## config.mk

```make
export PLATFORM = sky130hd
export DESIGN_NAME = ahbl_timer_flat
export DESIGN_NICKNAME = d
export VERILOG_FILES = /design/src/rtl/system_pkg.sv /design/src/rtl/ahbl_timer_if.sv /design/src/rtl/ahbl_timer_presc.sv /design/src/rtl/ahbl_timer.sv /design/src/flat_wrapper.sv
export SDC_FILE = /design/constraint.sdc
export NUM_CORES = 1
export LEC_CHECK = 0
export BUFFER_PORTS_ARGS = -buffer_cell sky130_fd_sc_hd__buf_2
export CORE_MARGIN = 5
export CORE_UTILIZATION = 35
export CTS_BUF_LIST = sky130_fd_sc_hd__clkbuf_2
export DETAILED_ROUTE_END_ITERATION = 8
export SLEW_MARGIN = 20
export SYNTH_ARGS = -nofsm -noshare
export SYNTH_HDL_FRONTEND = slang
export SYNTH_SLANG_ARGS = --single-unit
```

## constraint.sdc

```tcl
create_clock -name clk -period 2.65 [get_ports clk]
set_input_delay 0.3975 -clock clk [delete_from_list [all_inputs] [get_ports clk]]
set_output_delay 0.3975 -clock clk [all_outputs]
set_load 0.01 [all_outputs]
```

## src/rtl/system_pkg.sv

```systemverilog
// system_pkg: shared constants for the AHB-Lite timer slice.
// Bus widths, register offsets, CTRL bits, HTRANS/HSIZE codes, bus FSM enum.
// Optional feature macro: TIMER_PRESC_EN (maps the PRESC register).
package system_pkg;

    localparam int ADDR_WIDTH = 32;
    localparam int DATA_WIDTH = 32;

    // Word offsets, i.e. haddr[4:2]
    localparam logic [2:0] OFF_CTRL   = 3'd0;
    localparam logic [2:0] OFF_COUNT  = 3'd1;
    localparam logic [2:0] OFF_CMP    = 3'd2;
    localparam logic [2:0] OFF_STATUS = 3'd3;
    localparam logic [2:0] OFF_PRESC  = 3'd4;

    localparam int CTRL_EN      = 0;
    localparam int CTRL_IE      = 1;
    localparam int CTRL_AR      = 2;
    localparam int STATUS_MATCH = 0;

    localparam logic [1:0] HTRANS_IDLE   = 2'b00;
    localparam logic [1:0] HTRANS_BUSY   = 2'b01;
    localparam logic [1:0] HTRANS_NONSEQ = 2'b10;
    localparam logic [1:0] HTRANS_SEQ    = 2'b11;

    localparam logic [2:0] HSIZE_BYTE = 3'b000;
    localparam logic [2:0] HSIZE_HALF = 3'b001;
    localparam logic [2:0] HSIZE_WORD = 3'b010;

    localparam logic [31:0] CMP_RESET = 32'hFFFF_FFFF;

    typedef enum logic [1:0] {
        BUS_OKAY = 2'd0,
        BUS_ERR1 = 2'd1,
        BUS_ERR2 = 2'd2
    } bus_state_t;

    function automatic logic offset_mapped(input logic [2:0] off);
`ifdef TIMER_PRESC_EN
        return off <= OFF_PRESC;
`else
        return off <= OFF_STATUS;
`endif
    endfunction

endpackage

```

## src/rtl/ahbl_timer_if.sv

```systemverilog
// ahbl_timer_if: AHB-Lite slave-side signal bundle for the timer.
// master drives hsel/haddr/htrans/hwrite/hsize/hburst/hprot/hmastlock/hwdata;
// slave drives hreadyout/hresp/hrdata; hready comes from the fabric.
interface ahbl_timer_if #(
    parameter int ADDR_WIDTH = system_pkg::ADDR_WIDTH,
    parameter int DATA_WIDTH = system_pkg::DATA_WIDTH
);

    logic                  hsel;
    logic [ADDR_WIDTH-1:0] haddr;
    logic [1:0]            htrans;
    logic                  hwrite;
    logic [2:0]            hsize;
    logic [2:0]            hburst;
    logic [3:0]            hprot;
    logic                  hmastlock;
    logic [DATA_WIDTH-1:0] hwdata;
    logic                  hready;
    logic                  hreadyout;
    logic                  hresp;
    logic [DATA_WIDTH-1:0] hrdata;

    modport master (
        output hsel, haddr, htrans, hwrite, hsize,
        output hburst, hprot, hmastlock, hwdata,
        input  hready, hreadyout, hresp, hrdata
    );

    modport slave (
        input  hsel, haddr, htrans, hwrite, hsize,
        input  hburst, hprot, hmastlock, hwdata, hready,
        output hreadyout, hresp, hrdata
    );

endinterface

```

## src/rtl/ahbl_timer_presc.sv

```systemverilog
// ahbl_timer_presc: tick generator for the timer counter.
// Ports: clk, rstn, en (CTRL.EN), presc (TIMER_PRESC_EN only), tick out.
module ahbl_timer_presc (
    input  logic        clk,
    input  logic        rstn,
    input  logic        en,
`ifdef TIMER_PRESC_EN
    input  logic [31:0] presc,
`endif
    output logic        tick
);

`ifdef TIMER_PRESC_EN
    logic [31:0] cnt;

    // One tick every presc+1 enabled cycles; disabling restarts the period.
    assign tick = en & (cnt == presc);

    always_ff @(posedge clk or negedge rstn) begin
        if (!rstn) begin
            cnt <= '0;
        end else if (!en || tick) begin
            cnt <= '0;
        end else begin
            cnt <= cnt + 32'd1;
        end
    end
`else
    logic unused_clk;

    assign unused_clk = clk ^ rstn;
    assign tick       = en;
`endif

endmodule

```

## src/rtl/ahbl_timer.sv

```systemverilog
// ahbl_timer: AHB-Lite memory-mapped 32-bit timer with compare match IRQ.
// Ports: clk, rstn, ahbl (ahbl_timer_if.slave), irq_o; macro TIMER_PRESC_EN.
module ahbl_timer #(
    parameter int ADDR_WIDTH = system_pkg::ADDR_WIDTH,
    parameter int DATA_WIDTH = system_pkg::DATA_WIDTH
) (
    input  logic        clk,
    input  logic        rstn,
    ahbl_timer_if.slave ahbl,
    output logic        irq_o
);

    import system_pkg::*;

    logic        accept;
    logic        legal;
    logic        dp_valid;
    logic        dp_write;
    logic [2:0]  dp_off;
    logic        wr_en;
    logic [31:0] wdata;
    logic [31:0] rdata;
    logic        wr_ctrl;
    logic        wr_count;
    logic        wr_cmp;
    logic        wr_status;
    logic [2:0]  ctrl;
    logic [31:0] count;
    logic [31:0] cmp;
    logic        match;
    logic        tick;
    logic        hit;
    bus_state_t  state;
    bus_state_t  state_next;
    logic        unused_bus;
`ifdef TIMER_PRESC_EN
    logic        wr_presc;
    logic [31:0] presc;
`endif

    assign unused_bus = ^{ahbl.haddr[ADDR_WIDTH-1:5], ahbl.haddr[1:0],
                          ahbl.htrans[0], ahbl.hburst, ahbl.hprot,
                          ahbl.hmastlock};

    assign accept = ahbl.hsel & ahbl.hready & ahbl.htrans[1];
    assign legal  = (ahbl.hsize == HSIZE_WORD)
                  & offset_mapped(ahbl.haddr[4:2]);

    // Data-phase bookkeeping; only legal transfers become valid.
    always_ff @(posedge clk or negedge rstn) begin
        if (!rstn) begin
            dp_valid <= 1'b0;
            dp_write <= 1'b0;
            dp_off   <= '0;
        end else if (ahbl.hready) begin
            dp_valid <= accept & legal;
            dp_write <= ahbl.hwrite;
            dp_off   <= ahbl.haddr[4:2];
        end
    end

    always_ff @(posedge clk or negedge rstn) begin
        if (!rstn) begin
            state <= BUS_OKAY;
        end else begin
            state <= state_next;
        end
    end

    always_comb begin
        state_next = state;
        unique case (state)
            BUS_OKAY: begin
                if (accept && !legal) state_next = BUS_ERR1;
            end
            BUS_ERR1: state_next = BUS_ERR2;
            BUS_ERR2: begin
                state_next = (accept && !legal) ? BUS_ERR1 : BUS_OKAY;
            end
            default:  state_next = BUS_OKAY;
        endcase
    end

    always_comb begin
        ahbl.hreadyout = 1'b1;
        ahbl.hresp     = 1'b0;
        unique case (state)
            BUS_ERR1: begin
                ahbl.hreadyout = 1'b0;
                ahbl.hresp     = 1'b1;
            end
            BUS_ERR2: ahbl.hresp = 1'b1;
            default:  ;
        endcase
    end

    assign wr_en = dp_valid & dp_write & ahbl.hready;
    assign wdata = ahbl.hwdata[31:0];

    always_comb begin
        wr_ctrl   = 1'b0;
        wr_count  = 1'b0;
        wr_cmp    = 1'b0;
        wr_status = 1'b0;
`ifdef TIMER_PRESC_EN
        wr_presc  = 1'b0;
`endif
        if (wr_en) begin
            unique case (dp_off)
                OFF_CTRL:   wr_ctrl   = 1'b1;
                OFF_COUNT:  wr_count  = 1'b1;
                OFF_CMP:    wr_cmp    = 1'b1;
                OFF_STATUS: wr_status = 1'b1;
`ifdef TIMER_PRESC_EN
                OFF_PRESC:  wr_presc  = 1'b1;
`endif
                default:    ;
            endcase
        end
    end

    ahbl_timer_presc u_presc (
        .clk   (clk),
        .rstn  (rstn),
        .en    (ctrl[CTRL_EN]),
`ifdef TIMER_PRESC_EN
        .presc (presc),
`endif
        .tick  (tick)
    );

    // Compare uses the pre-tick COUNT value.
    assign hit = tick & (count == cmp);

    always_ff @(posedge clk or negedge rstn) begin
        if (!rstn) begin
            ctrl <= '0;
            cmp  <= CMP_RESET;
        end else begin
            if (wr_ctrl) ctrl <= wdata[2:0];
            if (wr_cmp)  cmp  <= wdata;
        end
    end

`ifdef TIMER_PRESC_EN
    always_ff @(posedge clk or negedge rstn) begin
        if (!rstn) begin
            presc <= '0;
        end else if (wr_presc) begin
            presc <= wdata;
        end
    end
`endif

    // A bus write to COUNT overrides the tick in the same cycle.
    always_ff @(posedge clk or negedge rstn) begin
        if (!rstn) begin
            count <= '0;
        end else if (wr_count) begin
            count <= wdata;
        end else if (tick) begin
            count <= (hit && ctrl[CTRL_AR]) ? '0 : count + 32'd1;
        end
    end

    // A new match beats a simultaneous write-1-to-clear.
    always_ff @(posedge clk or negedge rstn) begin
        if (!rstn) begin
            match <= 1'b0;
        end else if (hit) begin
            match <= 1'b1;
        end else if (wr_status && wdata[STATUS_MATCH]) begin
            match <= 1'b0;
        end
    end

    always_ff @(posedge clk or negedge rstn) begin
        if (!rstn) begin
            irq_o <= 1'b0;
        end else begin
            irq_o <= match & ctrl[CTRL_IE];
        end
    end

    always_comb begin
        rdata = '0;
        if (dp_valid) begin
            unique case (dp_off)
                OFF_CTRL:   rdata = {29'd0, ctrl};
                OFF_COUNT:  rdata = count;
                OFF_CMP:    rdata = cmp;
                OFF_STATUS: rdata = {31'd0, match};
`ifdef TIMER_PRESC_EN
                OFF_PRESC:  rdata = presc;
`endif
                default:    rdata = '0;
            endcase
        end
    end

    assign ahbl.hrdata = DATA_WIDTH'(rdata);

endmodule

```

## src/flat_wrapper.sv

```systemverilog
// flat-port wrapper written by rule: the top's interface ports become plain ports
module ahbl_timer_flat import system_pkg::*;
#(
    parameter int ADDR_WIDTH = system_pkg::ADDR_WIDTH,
    parameter int DATA_WIDTH = system_pkg::DATA_WIDTH
)
  (clk, rstn, irq_o, ahbl_hsel, ahbl_haddr, ahbl_htrans, ahbl_hwrite, ahbl_hsize, ahbl_hburst, ahbl_hprot, ahbl_hmastlock, ahbl_hwdata, ahbl_hready, ahbl_hreadyout, ahbl_hresp, ahbl_hrdata);
  ahbl_timer_if #(.ADDR_WIDTH(ADDR_WIDTH), .DATA_WIDTH(DATA_WIDTH)) ahbl_i ();
  input  logic clk;
  input  logic rstn;
  output logic irq_o;
  input wire logic [$bits(ahbl_i.hsel)-1:0] ahbl_hsel;
  input wire logic [$bits(ahbl_i.haddr)-1:0] ahbl_haddr;
  input wire logic [$bits(ahbl_i.htrans)-1:0] ahbl_htrans;
  input wire logic [$bits(ahbl_i.hwrite)-1:0] ahbl_hwrite;
  input wire logic [$bits(ahbl_i.hsize)-1:0] ahbl_hsize;
  input wire logic [$bits(ahbl_i.hburst)-1:0] ahbl_hburst;
  input wire logic [$bits(ahbl_i.hprot)-1:0] ahbl_hprot;
  input wire logic [$bits(ahbl_i.hmastlock)-1:0] ahbl_hmastlock;
  input wire logic [$bits(ahbl_i.hwdata)-1:0] ahbl_hwdata;
  input wire logic [$bits(ahbl_i.hready)-1:0] ahbl_hready;
  output wire logic [$bits(ahbl_i.hreadyout)-1:0] ahbl_hreadyout;
  output wire logic [$bits(ahbl_i.hresp)-1:0] ahbl_hresp;
  output wire logic [$bits(ahbl_i.hrdata)-1:0] ahbl_hrdata;
  assign ahbl_i.hsel = ahbl_hsel;
  assign ahbl_i.haddr = ahbl_haddr;
  assign ahbl_i.htrans = ahbl_htrans;
  assign ahbl_i.hwrite = ahbl_hwrite;
  assign ahbl_i.hsize = ahbl_hsize;
  assign ahbl_i.hburst = ahbl_hburst;
  assign ahbl_i.hprot = ahbl_hprot;
  assign ahbl_i.hmastlock = ahbl_hmastlock;
  assign ahbl_i.hwdata = ahbl_hwdata;
  assign ahbl_i.hready = ahbl_hready;
  assign ahbl_hreadyout = ahbl_i.hreadyout;
  assign ahbl_hresp = ahbl_i.hresp;
  assign ahbl_hrdata = ahbl_i.hrdata;
  ahbl_timer #(.ADDR_WIDTH(ADDR_WIDTH), .DATA_WIDTH(DATA_WIDTH)) u_core (.clk(clk), .rstn(rstn), .ahbl(ahbl_i), .irq_o(irq_o));
endmodule
```

==> flow_summary.yaml <==
status:
  status: "finished, final reports clean"
placed_design:
  dpl_worst_slack_ns: 0.06127
  numPlacedInstances: 764
  routabilityCongestion: 0.8849
  dp_hpwl_um: 10260
  port_buffers: 78
setup_path:
  startpoint: "u_core.cmp[27]"
  max_stage_delay_ns: 0.58
  endpoint_kind: "register"
  worstSetupPathType: "reg2reg"
  crit_path_cell_trace: "inv_1 -> a221o_1 -> or4b_4 -> nor4_4 -> buf_6 -> o21ai_0 -> a22oi_1 -> a21oi_1"
  crit_fanout: 14
  r2r_start: "u_core.cmp[27]"
  crit_slowest_cell: "dfstp_2"
  cp.arrival_ns: 2.99
  critPathLaunchType: "register"
  worst-endpoint-required_ns: 3.13
synth:
  synth_area_leaders: "dfrtp_1, dfstp_2, mux2_2"
  postSynthAreaPerCell_um2: 9.201
  yosys_warnings: 0
  ys.flop_type: "dfrtp_1"
  ys_ff_latch: 76
  synthArstFlopShare_pct: 100.0
  synth-edff-count: 0
  synth_fp_nets: 603
  post-synth-top-area-fraction_pct: 23.24
  synth.distinct_cells: 60
  synth_area_mm2: 0.004738
  synthCells: 515
  ys_seq_area_share_pct: 40.98
  yosysTopAreaCell: "dfrtp_1"
drt:
  wl_um: 14410
  firstDrtPassIters: 5
  drtIter0Drc: 347
  drt.antenna.violating_nets: 0
  drc_errors: 0
  post_drt_via_cell_ratio: 5.485
  via_count: 4410
  wire_per_inst_um: 17.93
clocking:
  cts.sinks: 76
  cts_max_path_buffers: 2
  clk_latency_ns: 0.58
  cts_tree: "done"
  cts_max_level: 3
  root_buffer: "clkbuf_2"
  clkTransAtPathRegs_ns: 0.22
  cts_buffers: 9
timing:
  tightest_slew_ns: 0.6206
  clock_skew_ns: 0.04568
  finalHoldViolCount: 0
  layout_setup_ws_ns: 0.1361
  max_freq_mhz: 397.8
  max-slew-margin-rel_pct: 58.24
  period_needed_ns: 2.514
  period_share_pct: 94.86
  setup_violations: 0
  finalMaxSlewViolations: 0
cells_and_area:
  final_cells: 804
  drive_gt1_share_pct: 35.67
  area_growth_pct: 24.43
  num-nets-final: 711
  fillers: 1373
  antenna-diode-count: 0
grt:
  grt_first_pass_wirelength_um: 23480
  grt_pass1_vias: 4362
  grtUsageTotal_pct: 18.24
  antenna_found_initial: 0
  grt_max_degree: 50
  grt_overflow_total: 0
power:
  p_leak_nw: 2.540
  power-per-cell-area_mw_per_mm2: 519.8
  ir_worst_vdd_v: 0.0003420
  power_mw: 3.065
floorplan:
  die_x_um: 126.4
  initial_utilization_pct: 35.78
  num_rows: 42
  die_area_mm2: 0.01596
  die-height_um: 126.4
  ios: 117
  core_area_mm2: 0.01324
hold_path:
  holdCritPathClass: "in2reg"
  hold_start: "ahbl_hwdata[13]"
job:
  drv_cap: 0
routing by layer:
metal / wire length [µm] / up-vias / GRT usage (%)
met1: 6322 / 2197 / 24.11
met5: 0 / - / 0
met4: 169 / 0 / 4.227
met2: 7167 / 124 / 30.20
li1: - / 2074 / -
met3: 754 / 15 / 4.582
Yosys cell counts (8+ instances only):
master    instances
a31oi_1          19
a21oi_1          10
and3_1           13
nand3_1          15
dfstp_2          32
nor2_1           71
o21ai_0          22
a22oi_1          31
clkbuf_1         29
xor2_1           29
nand2_1          37
mux2_2           38
inv_1            11
nand4_1          10
nor4_1            8
dfrtp_1          44
what timing repair did:
item / CTS / global route
setup endpoints to repair: 29 / 40
gates resized for setup: 6 / 8
pin swaps: 0 / 3
hold endpoints to repair: 23 / 9
setup buffers: 0 / 6
hold buffers: 8 / 9
gates cloned: 0 / 1
cells in the final DEF (no fill, tap or decap), types with 6 or more instances in the layout:
master	synthesis	layout
buf_2	6	78
nor2_1	71	71
dfrtp_1	44	42
mux2_2	38	38
nand2_1	37	37
buf_4	1	34
dfstp_2	32	32
a22oi_1	31	31
xor2_1	29	29
o21ai_0	22	22
a31oi_1	19	19
dlygate4sd3_1	0	17
nand3_1	15	15
and3_1	13	13
inv_1	11	11
a21oi_1	10	10
nand4_1	10	10
clkbuf_2	0	9
nor4_1	8	8
nor3_1	7	7
or3_1	7	7
o31ai_1	6	6
nand3b_1	6	6
ha_1	6	6
critical path, delay by kind of cell, from the launching register on:
kind	cells	cell delay, ns
simple gates	2	0.86
compound gates	4	0.71
flops	1	0.58
buf+inv	2	0.28
final cells by class:
class	instances	area, µm²	share of cell area, %
multi-input cells	388	2613	44.31
flip-flops and latches	76	1944	32.98
repair buffers	136	938.4	15.92
well taps	176	220.2	3.735
clock inverters	7	90.09	1.528
clock buffers	9	45.04	0.7640
inverters	12	45.04	0.7640
registers in the layout (all words and copies together), names as in the netlist:
signal and count:
u_core.state 2, u_core.dp_write 1, u_core.irq_o 1, u_core.ctrl 3
u_core.dp_valid 1, u_core.cmp 32, u_core.dp_off 3, u_core.match 1
u_core.count 32
cells by family (layout without fill, tap and decap cells):
group | after synthesis | count (layout) | synth area share (%)
mux | 41 | 41 | 9.929
xor+xnor | 33 | 33 | 6.100
fa+ha+maj | 6 | 6 | 1.584
compound gates | 112 | 112 | 16.05
buf+inv | 51 | 164 | 4.594
simple gates | 196 | 196 | 20.76
flops | 76 | 76 | 40.98
stage by stage:
step	hold WS (ns)	area (µm²)	utilization, %	TNS (ns)
3_3_place_gp	0.3943	5482	41.39	0
5_1_grt	0.004737	5896	44.52	-0.04069
3_5_place_dp	0.4040	5482	41.39	0
4_1_cts	0.00006611	5712	43.13	0
6_report	0.05153	5896	44.52	0
2_1_floorplan	0.1019	4738	-	0
power by group:
group          internal [mW]  switching [mW]
clock network          0.309           0.439
logic                  0.370           0.455
registers               1.30           0.189
total                   1.98            1.08
worst paths after layout:
| path | end | slack [ns] | cells after the start |
|---|---|---|---|
| setup / recovery | u_core.count[6] | 0.14 | 8 |
| hold / removal | u_core.count[13] | 0.05 | 3 |
| min in group asynchronous | u_core.dp_write | 0.28 | 2 |
| setup reg to reg | u_core.count[6] | 0.14 | 8 |
| max in group asynchronous | u_core.cmp[16] | 1.46 | 3 |
| hold reg to reg | u_core.irq_o | 0.54 | 1 |
Note: power is estimated with default switching activity, not from simulation.
